### src/rtl/ccff_pkg.sv
// Shared types and helpers for the configuration-chain loader.
package ccff_pkg;

  typedef enum logic [1:0] {
    IDLE = 2'd0,
    SYNC = 2'd1,
    LOAD = 2'd2,
    DONE = 2'd3
  } ccff_state_t;

  localparam logic [7:0] SYNC_PAT_DEFAULT = 8'hA5;

  // Words needed to cover the whole chain; the last one may be only partly used.
  function automatic int unsigned ccffWordCount(input int unsigned chainLen,
                                                input int unsigned wordW);
    return (chainLen + wordW - 1) / wordW;
  endfunction

endpackage

### src/rtl/ccff_word_serializer.sv
// Word buffer that turns valid/ready configuration words into a bit stream, MSB first.
module ccff_word_serializer
  import ccff_pkg::*;
#(
  parameter int unsigned WORD_W    = 32,
  parameter int unsigned NUM_WORDS = 32
) (
  input  logic              clk_i,
  input  logic              rst_ni,
  input  logic              clear_i,
  input  logic              accept_en_i,
  input  logic              cfg_valid_i,
  input  logic [WORD_W-1:0] cfg_data_i,
  output logic              cfg_ready_o,
  output logic              bit_valid_o,
  output logic              bit_data_o,
  input  logic              bit_take_i
);

  localparam int unsigned BCNT_W = $clog2(WORD_W + 1);
  localparam int unsigned WCNT_W = $clog2(NUM_WORDS + 1);

  logic [WORD_W-1:0] shiftBuf_q, shiftBuf_d;
  logic [BCNT_W-1:0] bitCnt_q, bitCnt_d;
  logic [WCNT_W-1:0] wordsLeft_q, wordsLeft_d;
  logic              empty;
  logic              handshake;

  // An arriving word can be used in the same cycle it is accepted.
  assign empty       = (bitCnt_q == '0);
  assign cfg_ready_o = accept_en_i && empty && (wordsLeft_q != '0);
  assign handshake   = cfg_valid_i && cfg_ready_o;
  assign bit_valid_o = !empty || handshake;
  assign bit_data_o  = empty ? cfg_data_i[WORD_W-1] : shiftBuf_q[WORD_W-1];

  always_comb begin
    shiftBuf_d  = shiftBuf_q;
    bitCnt_d    = bitCnt_q;
    wordsLeft_d = wordsLeft_q;
    if (clear_i) begin
      bitCnt_d    = '0;
      wordsLeft_d = WCNT_W'(NUM_WORDS);
    end else if (handshake) begin
      wordsLeft_d = wordsLeft_q - 1'b1;
      if (bit_take_i) begin
        shiftBuf_d = cfg_data_i << 1;
        bitCnt_d   = BCNT_W'(WORD_W - 1);
      end else begin
        shiftBuf_d = cfg_data_i;
        bitCnt_d   = BCNT_W'(WORD_W);
      end
    end else if (bit_take_i && !empty) begin
      shiftBuf_d = shiftBuf_q << 1;
      bitCnt_d   = bitCnt_q - 1'b1;
    end
  end

  always_ff @(posedge clk_i or negedge rst_ni) begin
    if (!rst_ni) begin
      shiftBuf_q  <= '0;
      bitCnt_q    <= '0;
      wordsLeft_q <= '0;
    end else begin
      shiftBuf_q  <= shiftBuf_d;
      bitCnt_q    <= bitCnt_d;
      wordsLeft_q <= wordsLeft_d;
    end
  end

endmodule

### src/rtl/ccff_loader.sv
// Loads a configuration flip-flop chain: sync preamble, serialised words, and a tail check
// that the preamble made it through the whole chain.
module ccff_loader
  import ccff_pkg::*;
#(
  parameter int unsigned CHAIN_LEN = 1024,
  parameter int unsigned WORD_W    = 32,
  parameter logic [7:0]  SYNC_PAT  = SYNC_PAT_DEFAULT
) (
  input  logic              prog_clk,
  input  logic              pReset_n,
  input  logic              start,
  input  logic              cfg_valid,
  input  logic [WORD_W-1:0] cfg_data,
  output logic              cfg_ready,
  output logic              ccff_head,
  output logic              ccff_shift_en,
  input  logic              ccff_tail,
  output logic              busy,
  output logic              done,
  output logic              pass
);

  localparam int unsigned NUM_WORDS = ccffWordCount(CHAIN_LEN, WORD_W);
  localparam int unsigned CNT_W     = $clog2(CHAIN_LEN + 8);

  ccff_state_t      state_q, state_d;
  logic [CNT_W-1:0] cnt_q, cnt_d;
  logic             head_q, head_d;
  logic             shiftEn_q, shiftEn_d;
  logic             err_q, err_d;

  logic             finalShift;
  logic             loadPhase;
  logic [CNT_W-1:0] nextK;
  logic [2:0]       tailIdx;
  logic             serClear;
  logic             bitValid;
  logic             bitData;
  logic             bitTake;

  // cnt_q counts completed shift cycles, so nextK is the index of the next one to present.
  assign busy       = (state_q == SYNC) || (state_q == LOAD);
  assign done       = (state_q == DONE);
  assign pass       = done && !err_q;
  assign finalShift = shiftEn_q && (cnt_q == CNT_W'(CHAIN_LEN + 7));
  assign nextK      = cnt_q + CNT_W'(shiftEn_q);
  assign loadPhase  = busy && !finalShift && (nextK >= CNT_W'(8));
  assign bitTake    = loadPhase && bitValid;
  assign tailIdx    = cnt_q[2:0] - 3'(CHAIN_LEN);
  assign serClear   = !busy && start;

  assign ccff_head     = head_q;
  assign ccff_shift_en = shiftEn_q;

  ccff_word_serializer #(
    .WORD_W   (WORD_W),
    .NUM_WORDS(NUM_WORDS)
  ) u_serializer (
    .clk_i      (prog_clk),
    .rst_ni     (pReset_n),
    .clear_i    (serClear),
    .accept_en_i(loadPhase),
    .cfg_valid_i(cfg_valid),
    .cfg_data_i (cfg_data),
    .cfg_ready_o(cfg_ready),
    .bit_valid_o(bitValid),
    .bit_data_o (bitData),
    .bit_take_i (bitTake)
  );

  // Outputs are computed one cycle ahead so head/shift-enable come straight from flops.
  always_comb begin
    state_d   = state_q;
    cnt_d     = cnt_q;
    head_d    = head_q;
    shiftEn_d = 1'b0;
    err_d     = err_q;
    unique case (state_q)
      IDLE, DONE: begin
        if (start) begin
          state_d   = SYNC;
          cnt_d     = '0;
          err_d     = 1'b0;
          head_d    = SYNC_PAT[7];
          shiftEn_d = 1'b1;
        end
      end
      SYNC, LOAD: begin
        if (shiftEn_q && (cnt_q >= CNT_W'(CHAIN_LEN)) &&
            (ccff_tail != SYNC_PAT[3'd7 - tailIdx])) begin
          err_d = 1'b1;
        end
        if (finalShift) begin
          state_d = DONE;
        end else begin
          cnt_d = nextK;
          if (nextK < CNT_W'(8)) begin
            state_d   = SYNC;
            head_d    = SYNC_PAT[3'd7 - nextK[2:0]];
            shiftEn_d = 1'b1;
          end else begin
            state_d   = LOAD;
            shiftEn_d = bitValid;
            if (bitValid) begin
              head_d = bitData;
            end
          end
        end
      end
      default: state_d = IDLE;
    endcase
  end

  always_ff @(posedge prog_clk or negedge pReset_n) begin
    if (!pReset_n) begin
      state_q   <= IDLE;
      cnt_q     <= '0;
      head_q    <= 1'b0;
      shiftEn_q <= 1'b0;
      err_q     <= 1'b0;
    end else begin
      state_q   <= state_d;
      cnt_q     <= cnt_d;
      head_q    <= head_d;
      shiftEn_q <= shiftEn_d;
      err_q     <= err_d;
    end
  end

endmodule

### config.mk
export PLATFORM = sky130hd
export DESIGN_NAME = ccff_loader
export DESIGN_NICKNAME = d
export VERILOG_FILES = /design/src/rtl/ccff_pkg.sv /design/src/rtl/ccff_word_serializer.sv /design/src/rtl/ccff_loader.sv
export SDC_FILE = /design/constraint.sdc
export NUM_CORES = 1
export LEC_CHECK = 0
export ABC_CLOCK_PERIOD_IN_PS = 3790
export BUFFER_PORTS_ARGS = -buffer_cell sky130_fd_sc_hd__buf_4
export CORE_MARGIN = 10
export CORE_UTILIZATION = 53
export DETAILED_ROUTE_END_ITERATION = 12
export PLACE_DENSITY_LB_ADDON = 0.2
export SYNTH_ARGS = -nofsm -noshare
export SYNTH_HDL_FRONTEND = slang
export SYNTH_HIERARCHICAL = 1
export SYNTH_SLANG_ARGS = --single-unit
### constraint.sdc
create_clock -name prog_clk -period 3.79 [get_ports prog_clk]
set_input_delay 0.379 -clock prog_clk [delete_from_list [all_inputs] [get_ports prog_clk]]
set_output_delay 0.379 -clock prog_clk [all_outputs]
set_load 0.01 [all_outputs]
* Word level (Yosys, flattened, before mapping) *
Memories as Yosys holds them, arrays and structs flattened.
Cells that the tools add are included.

cells by class
  add/subtract/negate cells = 5
  multipliers = 0
  div/mod/pow operators = 0
  $lt $le $gt $ge = 5
  equality and inequality tests = 9
  shift operators = 0
  mux-type cells = 31
  bitwise logic cells = 1
  reductions and logical operators = 30

operators with widths
  kind                                                                           number
  32-bit two-way mux                                                             3
  6-bit two-way mux                                                              6
  11-bit two-way mux                                                             2
  11-bit one-hot mux with 2 select lines                                         1
  1-bit logical AND                                                              12
  1-bit two-way mux                                                              12
  6-bit by 1-bit subtractor with 6-bit output, second input constant             2
  11-bit by 1-bit adder with 11-bit output                                       1
  11-bit equality test, second input constant                                    1
  11-bit >= comparator, second input constant                                    1
  11-bit by 4-bit >= comparator with 1-bit output, second input constant         1
  11-bit by 4-bit less-than comparator with 1-bit output, second input constant  1
  3-bit by 4-bit less-than comparator with 1-bit output, second input constant   2
  6-bit logical NOT                                                              1
  2-bit two-way mux                                                              3
  2-bit inequality test, second input constant                                   3
  1-bit one-hot mux with 2 select lines                                          3
  2-bit AND reduction                                                            3
  6-bit nonzero test                                                             1
  3-bit subtractor, first input constant                                         2
  2-bit equality test, second input constant                                     2
  1-bit logical NOT                                                              4
  2-bit one-hot mux with 2 select lines                                          1
  2-bit nonzero test                                                             2
  9 further kinds                                                                11

storage, ports and cells
  register bits after elaboration = 60
  latch bits = 0
  RAM bits = 0
  ROM bits = 16
  input bits = 37
  output and inout bits = 6
  word-level logic and storage cells = 91
  memories = 2

memory list
  memory           words  width  read ports  clocked after Yosys merged registers in  wr ports  RTL line            source
  (no name shown)  8      1      1           0                                        0         ccff_loader.sv:100  head_d = SYNC_PAT[3'd7 - nextK[2:0]];
  (no name shown)  8      1      1           0                                        0         ccff_loader.sv:91   (ccff_tail != SYNC_PAT[3'd7 - tailIdx])) begin

* Longest topological paths before layout *
Gate-level depths: netlist of the first run.

  word-level depth = 14
  depth in mapped cells = 21
  mapped depth without buffers = 15

* By module *
Netlist of the first run, hierarchy kept.

by module, submodules not included
  module                instances  cells each  area each (um^2)  sequential area each (um^2)
  ccff_word_serializer  1          235         2507.4            1101.1
  ccff_loader           1          115         1037.2            400.4

* Worst setup path after synthesis of the first run *
No wires, ideal clock.

  path type = register to register
  from = register shiftEn_q (netlist: ccff_shift_en)
  to = register u_serializer.shiftBuf_q[27]
  library setup time = 126 ps
  data arrival time = 3730 ps
  required time = 3664 ps
  slack = -66 ps
  cell stages (with the launch flop) = 21
  buffers on the path = 6
  period minus slack after synthesis = 3856 ps
  path through = dfrtp_1 ha_1 ha_1 buf_2 nand3_1 or2_0 buf_2 mux2i_1 nor4b_4 nor2_1 and4bb_2 o211ai_2 buf_6 buf_6 nand3_1 and2_1 buf_2 buf_1 mux2i_1 nor3_1 a221o_1

between the ends
  cells in the longest elaborated chain, start to end = 12
  elaborated cells on any way between the ends = 16
  classes of those cells = add/sub: 1; order compare: 1; mux: 2; reduce/logical: 12

ends and longest elaborated chain
  element                                                                           RTL line                    source
  start, declared                                                                   ccff_loader.sv:30           logic shiftEn_q, shiftEn_d;
  start signal, assigned                                                            ccff_loader.sv:126          shiftEn_q <= shiftEn_d;
  branches (longest 3 deep; another with 11-bit by 1-bit adder with 11-bit output)  -
  1-bit logical AND *                                                               ccff_loader.sv:48           assign loadPhase = busy && !finalShift && (nextK >= CNT_W'(8));
  net loadPhase                                                                     ccff_loader.sv:34           logic loadPhase;
  1-bit logical AND * (2 in a row)                                                  ccff_word_serializer.sv:31  assign cfg_ready_o = accept_en_i && empty && (wordsLeft_q != '0);
  1-bit logical AND *                                                               ccff_word_serializer.sv:32  assign handshake = cfg_valid_i && cfg_ready_o;
  1-bit logical OR *                                                                ccff_word_serializer.sv:33  assign bit_valid_o = !empty || handshake;
  net bitValid                                                                      ccff_loader.sv:38           logic bitValid;
  1-bit logical AND *                                                               ccff_loader.sv:49           assign bitTake = loadPhase && bitValid;
  net bitTake                                                                       ccff_loader.sv:40           logic bitTake;
  1-bit logical AND                                                                 ccff_word_serializer.sv:52  end else if (bit_take_i && !empty) begin
  2-bit nonzero test (no line)                                                      -
  2-bit AND reduction (no line)                                                     -
  end signal, assigned                                                              ccff_word_serializer.sv:64  shiftBuf_q <= shiftBuf_d;
  end, declared                                                                     ccff_word_serializer.sv:23  logic [WORD_W-1:0] shiftBuf_q, shiftBuf_d;

Mark *: on every way through the listed nets, which the timed path passes.
A chain may end at the register's enable or synchronous reset.

* Final worst setup path of the first run *
  from = register cnt_q[0]
  to = register u_serializer.shiftBuf_q[8]

between the ends
  cells in the longest elaborated chain, start to end = 13
  elaborated cells on any way between the ends = 17
  classes of those cells = add/sub: 1; order compare: 1; eq/ne: 1; mux: 2; reduce/logical: 12

ends and longest elaborated chain
  element                                                                           RTL line                    source
  start, declared                                                                   ccff_loader.sv:28           logic [CNT_W-1:0] cnt_q, cnt_d;
  start signal, assigned                                                            ccff_loader.sv:124          cnt_q <= cnt_d;
  branches (longest 4 deep; another with 11-bit by 1-bit adder with 11-bit output)  -
  1-bit logical AND *                                                               ccff_loader.sv:48
  net loadPhase                                                                     ccff_loader.sv:34
  1-bit logical AND * (2 in a row)                                                  ccff_word_serializer.sv:31
  1-bit logical AND *                                                               ccff_word_serializer.sv:32
  1-bit logical OR *                                                                ccff_word_serializer.sv:33
  net bitValid                                                                      ccff_loader.sv:38
  1-bit logical AND *                                                               ccff_loader.sv:49
  net bitTake                                                                       ccff_loader.sv:40
  1-bit logical AND                                                                 ccff_word_serializer.sv:52
  2-bit nonzero test (no line)                                                      -
  2-bit AND reduction (no line)                                                     -

Marks and branches as above.

==> results by group, run 1 <==
Min path
  • Worst Hold Class: in2async

Setup path
  • Crit path top cell by count: nand3_1
  • Critical path peak fanout: 31
  • CP endpoint kind: flip-flop
  • WS Path Type: reg2reg
  • Largest stage delay, worst path: 0.41 ns
  • Slowest cell on crit path: dfrtp_1
  • CP arrival: 3.80 ns
  • CP cell instances: ha_2 -> ha_4 -> nand3_1 -> or2_0 -> mux2i_2 -> nor4b_4 -> nor2_1 -> and4bb_2 -> o211ai_2 -> nand3_1 -> and2_2 -> clkinvlp_4 -> a211oi_4 -> a21oi_4 -> buf_4 -> a221o_1
  • CP required: 4.02 ns
  • Nature of the critical path startpoint: flip-flop

Route
  • Final WL: 8.317 mm
  • Drt wl/cell: 17.85 um
  • Routed Antenna Nets: 0
  • DR iter-0 viols: 181
  • Detailed-route DRC error count: 0
  • Vias per std cell: 6.170
  • First-pass DRT Iterations: 5
  • Via Count: 2875

Global routing
  • Total gr overflow: 0
  • Global-route wire length before repair: 14.00 mm
  • Top Usage Layer GRT: met2
  • M3 GR Usage: 5.514%
  • Global-route usage over all layers: 16.60%
  • Vias in the first global route: 2844
  • Largest net degree at the start of global routing: 61
  • Initial antenna violation count: 0
  • Met2 GRT Util: 24.50%
  • Met1 GRT Util: 22.74%

Timing
  • Slew Limit Headroom: 49.57%
  • Setup Skew: 0.004887 ns
  • Final setup violation count: 0
  • Fin. Hold Viols: 0
  • Tcrit/Tclk final: 94.32%
  • Fmax: 279.7 MHz
  • WHS: 0.1072 ns
  • Min Tclk post-route: 3.575 ns
  • Final Max Tran Viols: 0
  • Slew @ Worst Pin: 0.7565 ns

Place
  • Port-buffer cells: 42
  • GP Congestion: 0.8698
  • DP Area: 0.003866 mm^2
  • HPWL Detailed: 5.411 mm

Cells and area
  • Syn-to-layout area delta: 15.50%
  • Final design instance area without fill: 0.004094 mm^2
  • Filler cell count: 537
  • Layout Nets: 427
  • ANT cells: 0
  • Share of layout cells above drive strength 1: 22.37%

Clock network
  • Worst-path clk slew: 0.07 ns
  • Clock Latency Late Sink: 0.34 ns
  • CTS buffer count: 9
  • H-tree levels: 3
  • Root Driver: clkbuf_8
  • CTS tree: done
  • Cts hold-fix bufs: 0
  • Clock sinks: 60
  • Longest Clk Path Bufs: 2

Run
  • MaxCap Viol Count: 0

Floorplanning
  • Die footprint: 0.01036 mm^2
  • Number of top-level pins: 43
  • # rows: 29
  • Die width: 101.8 um
  • Initial core utilization: 55.19%
  • Core Region: 0.006422 mm^2
  • DIE HEIGHT: 101.8 um

Power and ir drop
  • VDD IR max: 574.0 uV
  • Leakage: 1.764 nW
  • Power Density: 884.9 mW/mm^2

Synth
  • Area leader, netlist: dfrtp_1
  • Top post-synthesis cells by count: dfrtp_1, nor3_1, mux2i_1
  • Synthesized instance count: 350
  • Asr flop ratio synth: 100.0%
  • Synthesized area per cell: 10.13 um^2
  • Register area share after synthesis: 42.36%
  • Post-synth top area share: 42.36%
  • Yosys cell types: 56
  • Ys Warns: 6
  • Post-synth EDFFs: 0
  • Syn_nets: 393
  • Most instantiated library cell after synthesis: dfrtp_1
  • Ys flop type: dfrtp_1
  • Flops & latches, synth: 60
  • Synth Cell Area: 0.003545 mm^2
  • Synth top area cells: dfrtp_1, mux2i_1, a221o_1, nor3_1, o21ai_0

Run status
  • Status: complete, no violations
[path summary, 6_finish.rpt]
kind                       startpoint                          to  slack [ns]  depth (start not counted)
max in group asynchronous    pReset_n  u_serializer/shiftBuf_q[0]        3.19                          1
hold / removal               pReset_n                    cnt_q[0]        0.11                          1
setup / recovery             cnt_q[0]  u_serializer/shiftBuf_q[8]        0.22                         16
min in group prog_clk           start                  state_q[0]        0.29                          3
hold reg to reg            state_q[1]                  state_q[1]        0.50                          2
setup reg to reg             cnt_q[0]  u_serializer/shiftBuf_q[8]        0.22                         16
[worst max-delay path: cells and delay by family (launching register included)]
family,cells,cell delay [ns]
DFF,1,0.41
and+or+nand+nor,7,1.14
adders and majority gates,2,0.43
AOI/OAI and AO/OA,4,0.79
buffers and inverters,2,0.41
muxes,1,0.26
[per-stage QoR]
| stage | worst slack, ns | TNS [ns] | instances | power (mW) | utilization (%) |
|---|---|---|---|---|---|
| after CTS | 0.1337 | 0 | 466 | 3.591 | 63.34 |
| final | 0.2151 | 0 | 466 | 3.623 | 63.74 |
| after floorplan | 0.00008371 | 0 | 350 | 2.587 | - |
| after global placement | 0.3007 | 0 | 450 | 2.944 | 60.20 |
| after global routing | -0.002407 | -0.002735 | 466 | 3.889 | 63.74 |
| after detailed placement | 0.1574 | 0 | 450 | 2.989 | 60.20 |
[power breakdown]
part | internal [mW] | switching [mW]
Sequential | 0.903 | 0.218
Clock | 0.335 | 0.255
Combinational | 0.894 | 1.02
[per-layer routing]
metal / vias up / wire (um)
li1: 1385 / -
met2: 71 / 3858
met5: - / 0
met4: 0 / 68
met1: 1411 / 3840
met3: 8 / 550
[sequential cells by signal, summed over array words and instances (netlist names)]
signal                    cells
ccff_head                     1
ccff_shift_en                 1
cnt_q                        11
err_q                         1
state_q                       2
u_serializer/bitCnt_q         6
u_serializer/shiftBuf_q      32
u_serializer/wordsLeft_q      6
[timing repair]
action / CTS / global route
buffers inserted: 0 / 0
resized for setup: 0 / 6
setup endpoints to repair: 0 / 33
[cells by family after synthesis]
logic type / Yosys count / share of synthesized area, %
AO/OA/AOI/OAI: 90 / 20.09
XOR/XNOR: 8 / 1.977
adder cells (fa/ha/maj): 6 / 2.118
buffers and inverters: 42 / 6.389
flip-flops: 60 / 42.36
multiplexers: 36 / 10.34
AND/OR/NAND/NOR: 108 / 16.73
[placed cells by master (no fill, tap or decap), types with 4 or more instances in the layout]
master     n
nand3_1   13
xnor2_1    5
and3_1     7
o41ai_1    4
nand2_1   13
o21ai_1    6
clkbuf_8  11
a21oi_1   14
ha_1       4
mux2i_1   33
buf_4     52
clkinv_2   4
nor2_1    18
o31ai_1    4
a221o_1   31
o21ai_0   16
nor3_1    35
dfrtp_1   60
inv_1     11
[final cells by class]
type                            instances  area (um^2)  share of cell area [%]
Tap cell                               77        96.34                   2.353
Clock buffer                           11        151.4                   3.698
Multi-Input combinational cell        248         1844                   45.05
Sequential cell                        60         1501                   36.67
Clock inverter                          5        50.05                   1.222
Timing Repair Buffer                   53        401.6                   9.810
Inverter                               12        48.80                   1.192
(Power assumes the default switching activity.)
==> run 2: changes to the inputs <==
--- a/config.mk
+++ b/config.mk
@@ -6,10 +6,10 @@
 export NUM_CORES = 1
 export LEC_CHECK = 0
 export ABC_CLOCK_PERIOD_IN_PS = 3790
-export BUFFER_PORTS_ARGS = -buffer_cell sky130_fd_sc_hd__buf_4
 export CORE_MARGIN = 10
-export CORE_UTILIZATION = 53
+export CORE_UTILIZATION = 50
 export DETAILED_ROUTE_END_ITERATION = 12
+export DONT_BUFFER_PORTS = 1
 export PLACE_DENSITY_LB_ADDON = 0.2
 export SYNTH_ARGS = -nofsm -noshare
 export SYNTH_HDL_FRONTEND = slang
==> results by group, run 2 (synthesis results as in run 1) <==
Timing
  • RSZ-0062 raised after global routing: false
  • Final Max Tran Viols: 0 (unchanged)
  • Slew Limit Headroom: 62.77% (was 49.57%)
  • Fmax: 284.7 MHz (was 279.7 MHz)
  • Final setup violation count: 0 (unchanged)
  • Min Tclk post-route: 3.513 ns (was 3.575 ns)
  • Tcrit/Tclk final: 92.68% (was 94.32%)
  • Fin. Hold Viols: 0 (unchanged)
  • Setup Skew: 0.008639 ns (was 0.004887 ns)
  • Total negative slack: 0 ns (unchanged)
  • Slew @ Worst Pin: 0.5585 ns (was 0.7565 ns)
  • WHS: 0.1667 ns (was 0.1072 ns)

Setup path
  • Nature of the critical path startpoint: flip-flop (unchanged)
  • WS Path Type: reg2reg (unchanged)
  • Critical path peak fanout: 31 (unchanged)
  • CP required: 4.00 ns (was 4.02 ns)
  • FF-to-FF path depth: 16 (unchanged)
  • CP endpoint kind: flip-flop (unchanged)
  • CP arrival: 3.73 ns (was 3.80 ns)

Clock network
  • CTS tree: done (unchanged)
  • H-tree levels: 3 (unchanged)
  • Clock Latency Late Sink: 0.34 ns (about the same)
  • Longest Clk Path Bufs: 2 (unchanged)
  • Clock sinks: 60 (unchanged)
  • Root Driver: clkbuf_8 (unchanged)
  • CTS buffer count: 9 (unchanged)
  • Worst-path clk slew: 0.07 ns (about the same)

Route
  • Via Count: 2696 (was 2875)
  • First-pass DRT Iterations: 4 (was 5)
  • Final WL: 7.699 mm (was 8.317 mm)
  • Drt wl/cell: 17.22 um (was 17.85 um)
  • Detailed-route DRC error count: 0 (unchanged)
  • Routed Antenna Nets: 0 (unchanged)
  • DR iter-0 viols: 125 (was 181)
  • Vias per std cell: 6.031 (was 6.170)

Global routing
  • Total gr overflow: 0 (unchanged)
  • Largest net degree at the start of global routing: 61 (unchanged)
  • Initial antenna violation count: 0 (unchanged)
  • Vias in the first global route: 2631 (was 2844)
  • Global-route wire length before repair: 13.25 mm (was 14.00 mm)
  • Global-route usage over all layers: 14.76% (was 16.60%)

Power and ir drop
  • VDD IR max: 361.5 uV (was 574.0 uV)
  • Leakage: 1.603 nW (was 1.764 nW)
  • Power Density: 916.5 mW/mm^2 (was 884.9 mW/mm^2)

Min path
  • WHS Path Cells: 2
  • Worst Hold Class: in2reg (was in2async)

Cells and area
  • Layout Nets: 391 (was 427)
  • Share of layout cells above drive strength 1: 13.11% (was 22.37%)
  • ANT cells: 0 (unchanged)
  • Syn-to-layout area delta: 8.789% (was 15.50%)
  • Largest regs: u_serializer/shiftBuf_q x32, cnt_q x11 (unchanged)
  • Most flops, register: u_serializer/shiftBuf_q (unchanged)
  • Most frequent cells in the layout: dfrtp_1, nor3_1, mux2i_1 (was dfrtp_1, buf_4, nor3_1)
  • Max reg flops: 32 (unchanged)
  • Most common cell after layout, fill and taps aside: dfrtp_1 (unchanged)

Floorplanning
  • # rows: 30 (was 29)
  • Core Region: 0.006832 mm^2 (was 0.006422 mm^2)
  • Die footprint: 0.01086 mm^2 (was 0.01036 mm^2)
  • Die width: 104.2 um (was 101.8 um)
  • Number of top-level pins: 43 (unchanged)
  • DIE HEIGHT: 104.2 um (was 101.8 um)
  • Initial core utilization: 51.89% (was 55.19%)

Place
  • Port-buffer cells: 0 (was 42)
  • HPWL Detailed: 5.307 mm (was 5.411 mm)
  • GP Congestion: 0.8826 (was 0.8698)

Run
  • MaxCap Viol Count: 0 (unchanged)

Run status
  • Status: complete, no violations (unchanged)
[run 2: repair_timing]
item                                   in CTS  in global routing
setup endpoints to repair                   0                 31
buffers inserted                            0                  2
gates resized for setup                     0                  2
hold buffers                                2                  0
endpoints found under the hold margin      60                  0
[run 2: layout make-up]
| class | count | area (um^2) |
|---|---|---|
| clock inverter | 1 | 30.03 |
| timing repair buffer | 17 | 150.1 |
| sequential | 60 | 1501 |
| fill | 612 | 2975 |
| inverter | 12 | 45.04 |
| tap | 96 | 120.1 |
| clock buffer | 13 | 178.9 |
| multi-input combinational | 248 | 1831 |
[run 2: worst paths after layout]
| check | start | end | slack [ns] |
|---|---|---|---|
| min reg2reg | state_q[1] | state_q[1] | 0.49 |
| max reg2reg | cnt_q[0] | u_serializer/shiftBuf_q[31] | 0.28 |
| max in group asynchronous | pReset_n | u_serializer/shiftBuf_q[3] | 2.96 |
| max | cnt_q[0] | u_serializer/shiftBuf_q[31] | 0.28 |
| min in group asynchronous | pReset_n | u_serializer/wordsLeft_q[2] | 0.56 |
| min | start | state_q[0] | 0.17 |
[run 2: stage by stage]
step                worst slack, ns  total power [mW]  std cells  cell area, um^2  util, %
global route                0.02930             3.848        447             3856    56.45
global placement             0.2592             2.845        429             3590    52.55
CTS                          0.1201             3.523        445             3836    56.15
floorplan                0.00008371             2.587        350             3546        -
finish                       0.2773             3.534        447             3856    56.45
detailed placement           0.1787             2.881        429             3590    52.55
[run 2: power by group]
| group | switching [mW] | total, mW | internal (mW) | leakage [nW] |
|---|---|---|---|---|
| clock network | 0.239 | 0.607 | 0.368 | 0.108 |
| logic | 0.961 | 1.82 | 0.854 | 0.708 |
| registers | 0.207 | 1.11 | 0.904 | 0.787 |
[run 2: critical path, cell delays in order (launching register included)]
cell and delay [ns]:
dfrtp_1 0.40, ha_1 0.21, ha_2 0.23, nand3_1 0.09, or2_0 0.26, mux2i_1 0.25
nor4b_4 0.09, nor2_2 0.15, and4bb_2 0.29, o211ai_2 0.10, nand3_1 0.13, and2_2 0.18
inv_1 0.11, a211oi_4 0.30, a21oi_4 0.04, buf_4 0.23, a221o_1 0.34
[run 2: layer usage]
metal,GRT usage [%],vias up,wire (um)
met1,19.02,1306,3492
met2,20.68,67,3385
met3,7.125,9,708
met5,0,-,0
met4,5.765,0,112
li1,-,1314,-
